`config.mk`:
```
export PLATFORM = sky130hd
export DESIGN_NAME = reaction_core
export DESIGN_NICKNAME = d
export VERILOG_FILES = /design/src/rtl/reaction_pkg.sv /design/src/rtl/score_meter.sv /design/src/rtl/reaction_core.sv
export SDC_FILE = /design/constraint.sdc
export NUM_CORES = 1
export LEC_CHECK = 0
export ABC_AREA = 1
export CELL_PAD_IN_SITES_DETAIL_PLACEMENT = 1
export CELL_PAD_IN_SITES_GLOBAL_PLACEMENT = 1
export CORE_MARGIN = 4
export CORE_UTILIZATION = 30
export DETAILED_ROUTE_END_ITERATION = 8
export GPL_ROUTABILITY_DRIVEN = 0
export MAX_ROUTING_LAYER = met4
export PLACE_DENSITY = 0.72
export SYNTH_ARGS = -nofsm -noshare
export SYNTH_HDL_FRONTEND = slang
export SYNTH_SLANG_ARGS = --single-unit
```
`constraint.sdc`:
```
create_clock -name i_clk -period 1.9 [get_ports i_clk]
set_input_delay 0.285 -clock i_clk [delete_from_list [all_inputs] [get_ports i_clk]]
set_output_delay 0.285 -clock i_clk [all_outputs]
set_load 0.05 [all_outputs]
```
`src/rtl/reaction_pkg.sv`:
```
// rtl/reaction_pkg.sv - shared encodings and defaults for the reaction game core
// Purpose: round-phase and difficulty encodings plus default timing constants
//          used by reaction_core and score_meter.
package reaction_pkg;

    typedef enum logic [1:0] {
        ST_IDLE  = 2'd0,
        ST_SHOW  = 2'd1,
        ST_COUNT = 2'd2,
        ST_SCORE = 2'd3
    } state_e;

    typedef enum logic [1:0] {
        MODE_SLOW   = 2'd0,
        MODE_MEDIUM = 2'd1,
        MODE_FAST   = 2'd2,
        MODE_TURBO  = 2'd3
    } mode_e;

    localparam int DEF_TICKS_0    = 1000000;
    localparam int DEF_TICKS_1    = 200000;
    localparam int DEF_TICKS_2    = 100000;
    localparam int DEF_TICKS_3    = 50000;
    localparam int DEF_SCORE_STEP = 30;

endpackage

```
`src/rtl/score_meter.sv`:
```
// rtl/score_meter.sv - iterative |number-target| scorer driving the LED bar
// Purpose: on i_start registers diff = |i_number - i_target|, then removes
//          SCORE_STEP per cycle counting q, and finally shows all-ones << q.
// Ports:   i_clk, i_rst_n    clock, async active-low reset
//          i_start           one-cycle pulse, first SCORE cycle
//          i_clear           clears the LED bar when the round ends
//          i_number/i_target values to compare
//          o_led             score bar, valid from o_done onward
//          o_diff            registered difference
//          o_done            one-cycle pulse when o_led updates
//          o_fin             high in the cycle whose edge produces o_done
module score_meter
    import reaction_pkg::*;
#(
    parameter int NUM_W      = 14,
    parameter int LED_N      = 16,
    parameter int SCORE_STEP = DEF_SCORE_STEP
) (
    input  logic             i_clk,
    input  logic             i_rst_n,
    input  logic             i_start,
    input  logic             i_clear,
    input  logic [NUM_W-1:0] i_number,
    input  logic [NUM_W-1:0] i_target,
    output logic [LED_N-1:0] o_led,
    output logic [NUM_W-1:0] o_diff,
    output logic             o_done,
    output logic             o_fin
);

    localparam int Q_W = $clog2(LED_N + 1);
    localparam logic [NUM_W-1:0] STEP_V  = NUM_W'(SCORE_STEP);
    localparam logic [Q_W-1:0]   LED_N_V = Q_W'(LED_N);

    logic [NUM_W-1:0] r_diff;
    logic [NUM_W-1:0] r_rem;
    logic [Q_W-1:0]   r_q;
    logic             r_busy;
    logic [LED_N-1:0] r_led;
    logic             r_done;

    logic [NUM_W-1:0] w_diff;
    logic             w_step_ok;

    // Larger minus smaller so the difference never wraps.
    assign w_diff    = (i_number >= i_target) ? (i_number - i_target) : (i_target - i_number);
    assign w_step_ok = (r_rem >= STEP_V) && (r_q < LED_N_V);

    always_ff @(posedge i_clk or negedge i_rst_n) begin
        if (!i_rst_n) begin
            r_diff <= '0;
            r_rem  <= '0;
            r_q    <= '0;
            r_busy <= 1'b0;
            r_led  <= '0;
            r_done <= 1'b0;
        end else begin
            r_done <= 1'b0;
            if (i_clear) begin
                r_led <= '0;
            end
            if (i_start) begin
                r_diff <= w_diff;
                r_rem  <= w_diff;
                r_q    <= '0;
                r_busy <= 1'b1;
            end else if (r_busy) begin
                if (w_step_ok) begin
                    r_rem <= r_rem - STEP_V;
                    r_q   <= r_q + Q_W'(1);
                end else begin
                    // q == LED_N shifts every one out, leaving an empty bar.
                    r_led  <= {LED_N{1'b1}} << r_q;
                    r_done <= 1'b1;
                    r_busy <= 1'b0;
                end
            end
        end
    end

    assign o_led  = r_led;
    assign o_diff = r_diff;
    assign o_done = r_done;
    assign o_fin  = r_busy && !w_step_ok && !i_start;

endmodule

```
`src/rtl/reaction_core.sv`:
```
// rtl/reaction_core.sv - reaction game round sequencer with scoring and best tracking
// Purpose: mode select, target display, timed count-up and scoring of one round.
// Ports:   i_clk, i_rst_n                clock, async active-low reset
//          i_btn_up/i_btn_down/i_btn_sel debounced button levels
//          i_rand                        free-running random value
//          o_state                       round phase (IDLE/SHOW/COUNT/SCORE)
//          o_mode                        current difficulty
//          o_number                      displayed value
//          o_led                         score bar
//          o_best                        smallest difference since reset
//          o_done                        one-cycle pulse when o_led is valid
module reaction_core
    import reaction_pkg::*;
#(
    parameter int NUM_W      = 14,
    parameter int LED_N      = 16,
    parameter int MODES      = 3,
    parameter int MODE_RST   = 1,
    parameter int TICK_W     = 20,
    parameter int TICKS_0    = DEF_TICKS_0,
    parameter int TICKS_1    = DEF_TICKS_1,
    parameter int TICKS_2    = DEF_TICKS_2,
    parameter int TICKS_3    = DEF_TICKS_3,
    parameter int MAX_COUNT  = 9999,
    parameter int SCORE_STEP = DEF_SCORE_STEP
) (
    input  logic             i_clk,
    input  logic             i_rst_n,
    input  logic             i_btn_up,
    input  logic             i_btn_down,
    input  logic             i_btn_sel,
    input  logic [NUM_W-1:0] i_rand,
    output logic [1:0]       o_state,
    output logic [1:0]       o_mode,
    output logic [NUM_W-1:0] o_number,
    output logic [LED_N-1:0] o_led,
    output logic [NUM_W-1:0] o_best,
    output logic             o_done
);

    localparam logic [NUM_W-1:0] MAX_V      = NUM_W'(MAX_COUNT);
    localparam logic [1:0]       MODE_TOP_V = 2'(MODES - 1);

    state_e           r_state;
    state_e           w_next_state;
    logic [1:0]       r_mode;
    logic [NUM_W-1:0] r_number;
    logic [NUM_W-1:0] r_target;
    logic [TICK_W-1:0] r_tick;
    logic [NUM_W-1:0] r_best;
    logic             r_up_q, r_dn_q, r_sel_q;
    logic             r_arm;
    logic             r_start;
    logic             r_scored;

    logic             w_up_rise, w_dn_rise, w_sel_rise;
    logic             w_at_max;
    logic             w_enter_score;
    logic             w_scored;
    logic             w_clear;
    logic [NUM_W-1:0] w_clamp;
    logic [TICK_W-1:0] w_tick_last;
    logic [NUM_W-1:0] w_diff;
    logic             w_done;
    logic             w_fin;

    function automatic logic [TICK_W-1:0] tick_last(input logic [1:0] m);
        case (m)
            2'd0:    tick_last = TICK_W'(TICKS_0 - 1);
            2'd1:    tick_last = TICK_W'(TICKS_1 - 1);
            2'd2:    tick_last = TICK_W'(TICKS_2 - 1);
            default: tick_last = TICK_W'(TICKS_3 - 1);
        endcase
    endfunction

    // r_arm masks the first edge after reset so a button held through
    // release never registers as a rise.
    assign w_up_rise  = r_arm && i_btn_up   && !r_up_q;
    assign w_dn_rise  = r_arm && i_btn_down && !r_dn_q;
    assign w_sel_rise = r_arm && i_btn_sel  && !r_sel_q;

    assign w_clamp     = (i_rand == '0) ? NUM_W'(1) : ((i_rand > MAX_V) ? MAX_V : i_rand);
    assign w_tick_last = tick_last(r_mode);
    assign w_at_max    = (r_number == MAX_V);
    // The done cycle itself already counts as "after done".
    assign w_scored    = r_scored || w_done;

    always_ff @(posedge i_clk or negedge i_rst_n) begin
        if (!i_rst_n) begin
            r_state <= ST_IDLE;
        end else begin
            r_state <= w_next_state;
        end
    end

    always_comb begin
        w_next_state = r_state;
        case (r_state)
            ST_IDLE:  if (w_sel_rise) w_next_state = ST_SHOW;
            ST_SHOW:  if (w_sel_rise) w_next_state = ST_COUNT;
            ST_COUNT: if (w_sel_rise || w_at_max) w_next_state = ST_SCORE;
            ST_SCORE: if (w_sel_rise && w_scored) w_next_state = ST_IDLE;
            default:  w_next_state = ST_IDLE;
        endcase
    end

    assign w_enter_score = (r_state == ST_COUNT) && (w_next_state == ST_SCORE);
    assign w_clear       = (r_state == ST_SCORE) && (w_next_state == ST_IDLE);

    always_ff @(posedge i_clk or negedge i_rst_n) begin
        if (!i_rst_n) begin
            r_mode   <= 2'(MODE_RST);
            r_number <= '0;
            r_target <= '0;
            r_tick   <= '0;
            r_best   <= '1;
            r_up_q   <= 1'b0;
            r_dn_q   <= 1'b0;
            r_sel_q  <= 1'b0;
            r_arm    <= 1'b0;
            r_start  <= 1'b0;
            r_scored <= 1'b0;
        end else begin
            r_up_q  <= i_btn_up;
            r_dn_q  <= i_btn_down;
            r_sel_q <= i_btn_sel;
            r_arm   <= 1'b1;
            r_start <= w_enter_score;

            if (w_enter_score) begin
                r_scored <= 1'b0;
            end else if (w_done) begin
                r_scored <= 1'b1;
            end

            case (r_state)
                ST_IDLE: begin
                    if (w_up_rise && !w_dn_rise && r_mode != MODE_TOP_V) begin
                        r_mode <= r_mode + 2'd1;
                    end else if (w_dn_rise && !w_up_rise && r_mode != 2'd0) begin
                        r_mode <= r_mode - 2'd1;
                    end
                    if (w_sel_rise) begin
                        r_target <= w_clamp;
                        r_number <= w_clamp;
                    end
                end
                ST_SHOW: begin
                    if (w_sel_rise) begin
                        r_number <= '0;
                        r_tick   <= '0;
                    end
                end
                ST_COUNT: begin
                    // Leaving for SCORE freezes number and tick.
                    if (!w_enter_score) begin
                        if (r_tick == w_tick_last) begin
                            r_number <= r_number + NUM_W'(1);
                            r_tick   <= '0;
                        end else begin
                            r_tick <= r_tick + TICK_W'(1);
                        end
                    end
                end
                default: ;
            endcase

            if (w_fin && (w_diff < r_best)) begin
                r_best <= w_diff;
            end
        end
    end

    score_meter #(
        .NUM_W      (NUM_W),
        .LED_N      (LED_N),
        .SCORE_STEP (SCORE_STEP)
    ) u_score_meter (
        .i_clk    (i_clk),
        .i_rst_n  (i_rst_n),
        .i_start  (r_start),
        .i_clear  (w_clear),
        .i_number (r_number),
        .i_target (r_target),
        .o_led    (o_led),
        .o_diff   (w_diff),
        .o_done   (w_done),
        .o_fin    (w_fin)
    );

    assign o_state  = r_state;
    assign o_mode   = r_mode;
    assign o_number = r_number;
    assign o_best   = r_best;
    assign o_done   = w_done;

endmodule
```
==> results of run 1 <==
==> logic make-up after synthesis <==
group	Yosys count
AND/OR/NAND/NOR	660
AO/OA/AOI/OAI	153
flip-flops	122
adder cells (fa/ha/maj)	60
XOR/XNOR	42
buffers and inverters	199
other	1
==> synth_stat cells, drive strengths merged (2+ instances only) <==
library cell | count | area (sq um)
clkbuf | 8 | 32.53
buf | 24 | 177.7
xnor2 | 11 | 96.34
a21oi | 45 | 259.0
dfrtp | 107 | 2678
nor4 | 3 | 18.77
nand3b | 9 | 67.56
o31ai | 6 | 45.04
nor2 | 97 | 436.7
nor3 | 16 | 85.08
o22ai | 2 | 12.51
nand2 | 405 | 1570
nand4 | 21 | 131.4
o21ai | 90 | 450.4
fa | 2 | 40.04
ha | 58 | 725.7
or2 | 3 | 18.77
inv | 166 | 628.1
o211ai | 6 | 45.04
xor2 | 31 | 271.5
dfstp | 15 | 394.1
and2 | 4 | 25.02
nand3 | 99 | 530.5
==> worst max-delay path, cell delays in order (launching register included) <==
cell,delay [ns]
dfstp_4,0.66
inv_4,0.06
ha_4,0.29
xnor2_2,0.11
nand4_1,0.13
nor2_2,0.20
nand3_4,0.15
nand2_8,0.16
clkbuf_16,0.17
nand3_1,0.12
nand2_1,0.10
==> metrics by stage <==
step	TNS, ns	std cells	power, uW	hold WS (ns)
after floorplan	-7.611	1237	13610	-0.01059
after global placement	-13.81	1811	18740	0.3858
after detailed placement	-17.20	1811	19270	0.3858
after CTS	-8.498	1884	25880	0.3164
after global routing	-20.80	1911	31050	0.3191
final	-12.69	1911	29450	0.3222
==> power groups by stage <==
stage	Clock (uW)	Sequential (uW)	Combinational (uW)
floorplan	0	5270	8340
global placement	0	4340	14400
detailed placement	0	4400	14900
CTS	3380	4410	18100
global route	3520	4630	22900
finish	3370	4530	21500
==> metal layers <==
layer  part of all wire, %  vias up
li1                      -     4498
met3                   3.8       98
met1                    41     4878
met2                    52      287
met4                   3.4        0
met5                     0        -
==> final cells by class <==
| class | count | area, sq um |
|---|---|---|
| clock buffers | 19 | 442.9 |
| clock inverters | 13 | 145.1 |
| fillers | 3404 | 14820 |
| inverters | 167 | 661.9 |
| multi-input cells | 918 | 6564 |
| flip-flops and latches | 122 | 3100 |
| well taps | 384 | 480.5 |
| repair buffers | 288 | 2564 |
==> how the worst min path moves through the flow <==
stage	from	slack, ns	endpoint	cells after the start
3_3_place_gp	i_rst_n	0.39	u_score_meter.o_diff[9]	2
2_1_floorplan	i_rst_n	-0.01	o_mode[1]	0
5_1_grt	i_btn_down	0.32	r_dn_q	1
6_report	i_btn_down	0.32	r_dn_q	1
3_5_place_dp	i_rst_n	0.39	r_up_q	2
4_1_cts	i_btn_down	0.32	r_dn_q	1
==> placed cells by master, fill, tap and decap left out, types with 6 or more instances in the layout <==
cell and count:
a21oi_1 16, a21oi_2 24, buf_12 9, buf_4 215
buf_6 25, clkbuf_16 20, clkdlybuf4s50_1 17, dfrtp_1 87
dfrtp_2 20, dfstp_2 14, dlymetal6s2s_1 15, ha_1 17
ha_2 10, ha_4 31, inv_1 115, inv_2 39
inv_4 9, nand2_1 252, nand2_2 104, nand2_4 47
nand3_1 57, nand3_2 29, nand3_4 14, nand3b_1 9
nand4_1 21, nor2_1 68, nor2_2 16, nor2_4 11
nor3_1 12, o211ai_1 6, o21ai_0 57, o21ai_1 18
o21ai_2 15, xnor2_1 8, xor2_1 27
==> timing repair <==
action                     4_1_cts  5_1_grt
hold buffers                     1        0
pin swaps                       76       98
buffers inserted                37       28
cloned                           3        5
hold endpoints to repair       107        0
gates resized for setup        208      233
setup endpoints to repair       92      106
==> state kept, by name, indices dropped and copies added, names as in the netlist <==
register              flops
o_best                   14
o_mode                    2
o_number                 14
o_state                   2
r_arm                     1
r_dn_q                    1
r_scored                  1
r_sel_q                   1
r_start                   1
r_target                 14
r_tick                   20
r_up_q                    1
u_score_meter.o_diff     14
u_score_meter.o_done      1
u_score_meter.o_led      16
u_score_meter.r_busy      1
u_score_meter.r_q         5
u_score_meter.r_rem      13
==> results.json, run 1 <==
{
  "min_period_ns": 2.216,
  "power.leakage_uw": 0.006914,
  "antenna_left": 0,
  "grt_max_degree": 84,
  "fp.coreArea_sq_mm": 0.02878,
  "synthToLayoutAreaGrowth_pct": 58.69,
  "avgSynthCellArea_sq_um": 7.111,
  "die_w_microns": 179.2,
  "final_design_area_no_fill_sq_mm": 0.01396,
  "ios": 68,
  "vias": 9761,
  "antenna_found_initial": 0,
  "r2r_slack_ns": -0.32,
  "layout_setup_ws_ns": -0.3163,
  "chipHeight_microns": 179.2,
  "place_ws_ns": -0.3235,
  "crit_path_start": "o_mode[0]",
  "routed_wl_microns": 36980,
  "max_slew_margin_pct": 63.62,
  "routed_via_density": 5.108,
  "layout-drive-gt1-share_pct": 45.91,
  "required_ns": 2.26,
  "setup_viol": 89,
  "cp-endpoint": "o_number[10]",
  "p_comb_share_pct": 73.2,
  "max_clock_freq_mhz": 451.2,
  "wl_per_cell_microns": 19.35,
  "synthAdderAreaFrac_pct": 8.706,
  "synth-async-reset-ratio_pct": 100.0,
  "synth_edf_count": 0,
  "fin_crit_sh_pct": 116.6,
  "cts-root-buf": "clkbuf_16",
  "gr-total-overflow": 0,
  "reg2reg_depth": 10,
  "drc": 0,
  "arrival_ns": 2.58,
  "synth_compound_area_share_pct": 9.559,
  "syn_area_sq_mm": 0.008796,
  "utilization_pct": 48.50,
  "clkPwrFrac_pct": 11.4,
  "rr_startpoint": "o_mode[0]",
  "power.switching_uw": 15120,
  "grt_pass1_vias": 10190,
  "drv_slew": 0,
  "fin_skew_ns": 0.01387,
  "p_int_uw": 14330,
  "tightest_slew_ns": 0.5433,
  "worst-setup-path-type": "reg -> reg",
  "violations": "setup timing",
  "power.share.sequential_pct": 15.4,
  "groute.usage.overall_pct": 21.29,
  "initial_utilization_pct": 30.56,
  "h-tree-depth": 4,
  "end_kind": "flop",
  "synth_xor_area_share_pct": 4.182,
  "fp.dieArea_sq_mm": 0.03212,
  "yosys_warnings": 0,
  "rr_endpoint": "o_number[10]",
  "drv_cap": 0,
  "rows": 62,
  "port_buffers": 67,
  "power_density_mw_per_mm2": 2110,
  "clk_latency_ns": 0.44,
  "switching_share_pct": 51.34,
  "cts_tree": "built",
  "placed_area_sq_mm": 0.01125,
  "cts_num_sinks": 122,
  "synth_top_family_by_area": "simple AND/OR/NAND/NOR gates",
  "cp_max_fo": 7,
  "grt_use_met3_pct": 2.784,
  "ys.flop_type": "dfrtp_1",
  "gr-usage-met2_pct": 37.14,
  "syn_inst": 1237,
  "yosysSeqAreaShare_pct": 34.92,
  "hpwl_microns": 22850,
  "grt-busiest-layer": "met2",
  "rsz0062_at_grt": "true",
  "met1_usage_pct": 25.47,
  "cp-start-kind": "flop",
  "synthMuxAreaShare_pct": 0,
  "drtPass1Iterations": 5,
  "clk_pin_slew_worst_paths_ns": 0.07,
  "hold_viol_final": 0,
  "hold_class": "in -> reg",
  "clock_path_buffers": 2,
  "syn_nets": 1316,
  "status": "finished, violations left",
  "drt_iter0_drc": 526,
  "diodes": 0,
  "yosys.area_share.simple_pct": 33.02,
  "cts_buffers": 17,
  "ir_worst_vdd_mv": 0.9521,
  "synth-seq-cells": 122,
  "ys_types": 49,
  "grt_first_pass_wirelength_microns": 52970,
  "nNetsFinal": 1593
}
Power figures use the tool's default switching activity.
==> run 2, diff against run 1 <==
TNS_END_PERCENT = 100   (was not set)
==> results of run 2 <==
No change in the layout: final DEF, timing and power equal those of run 1.
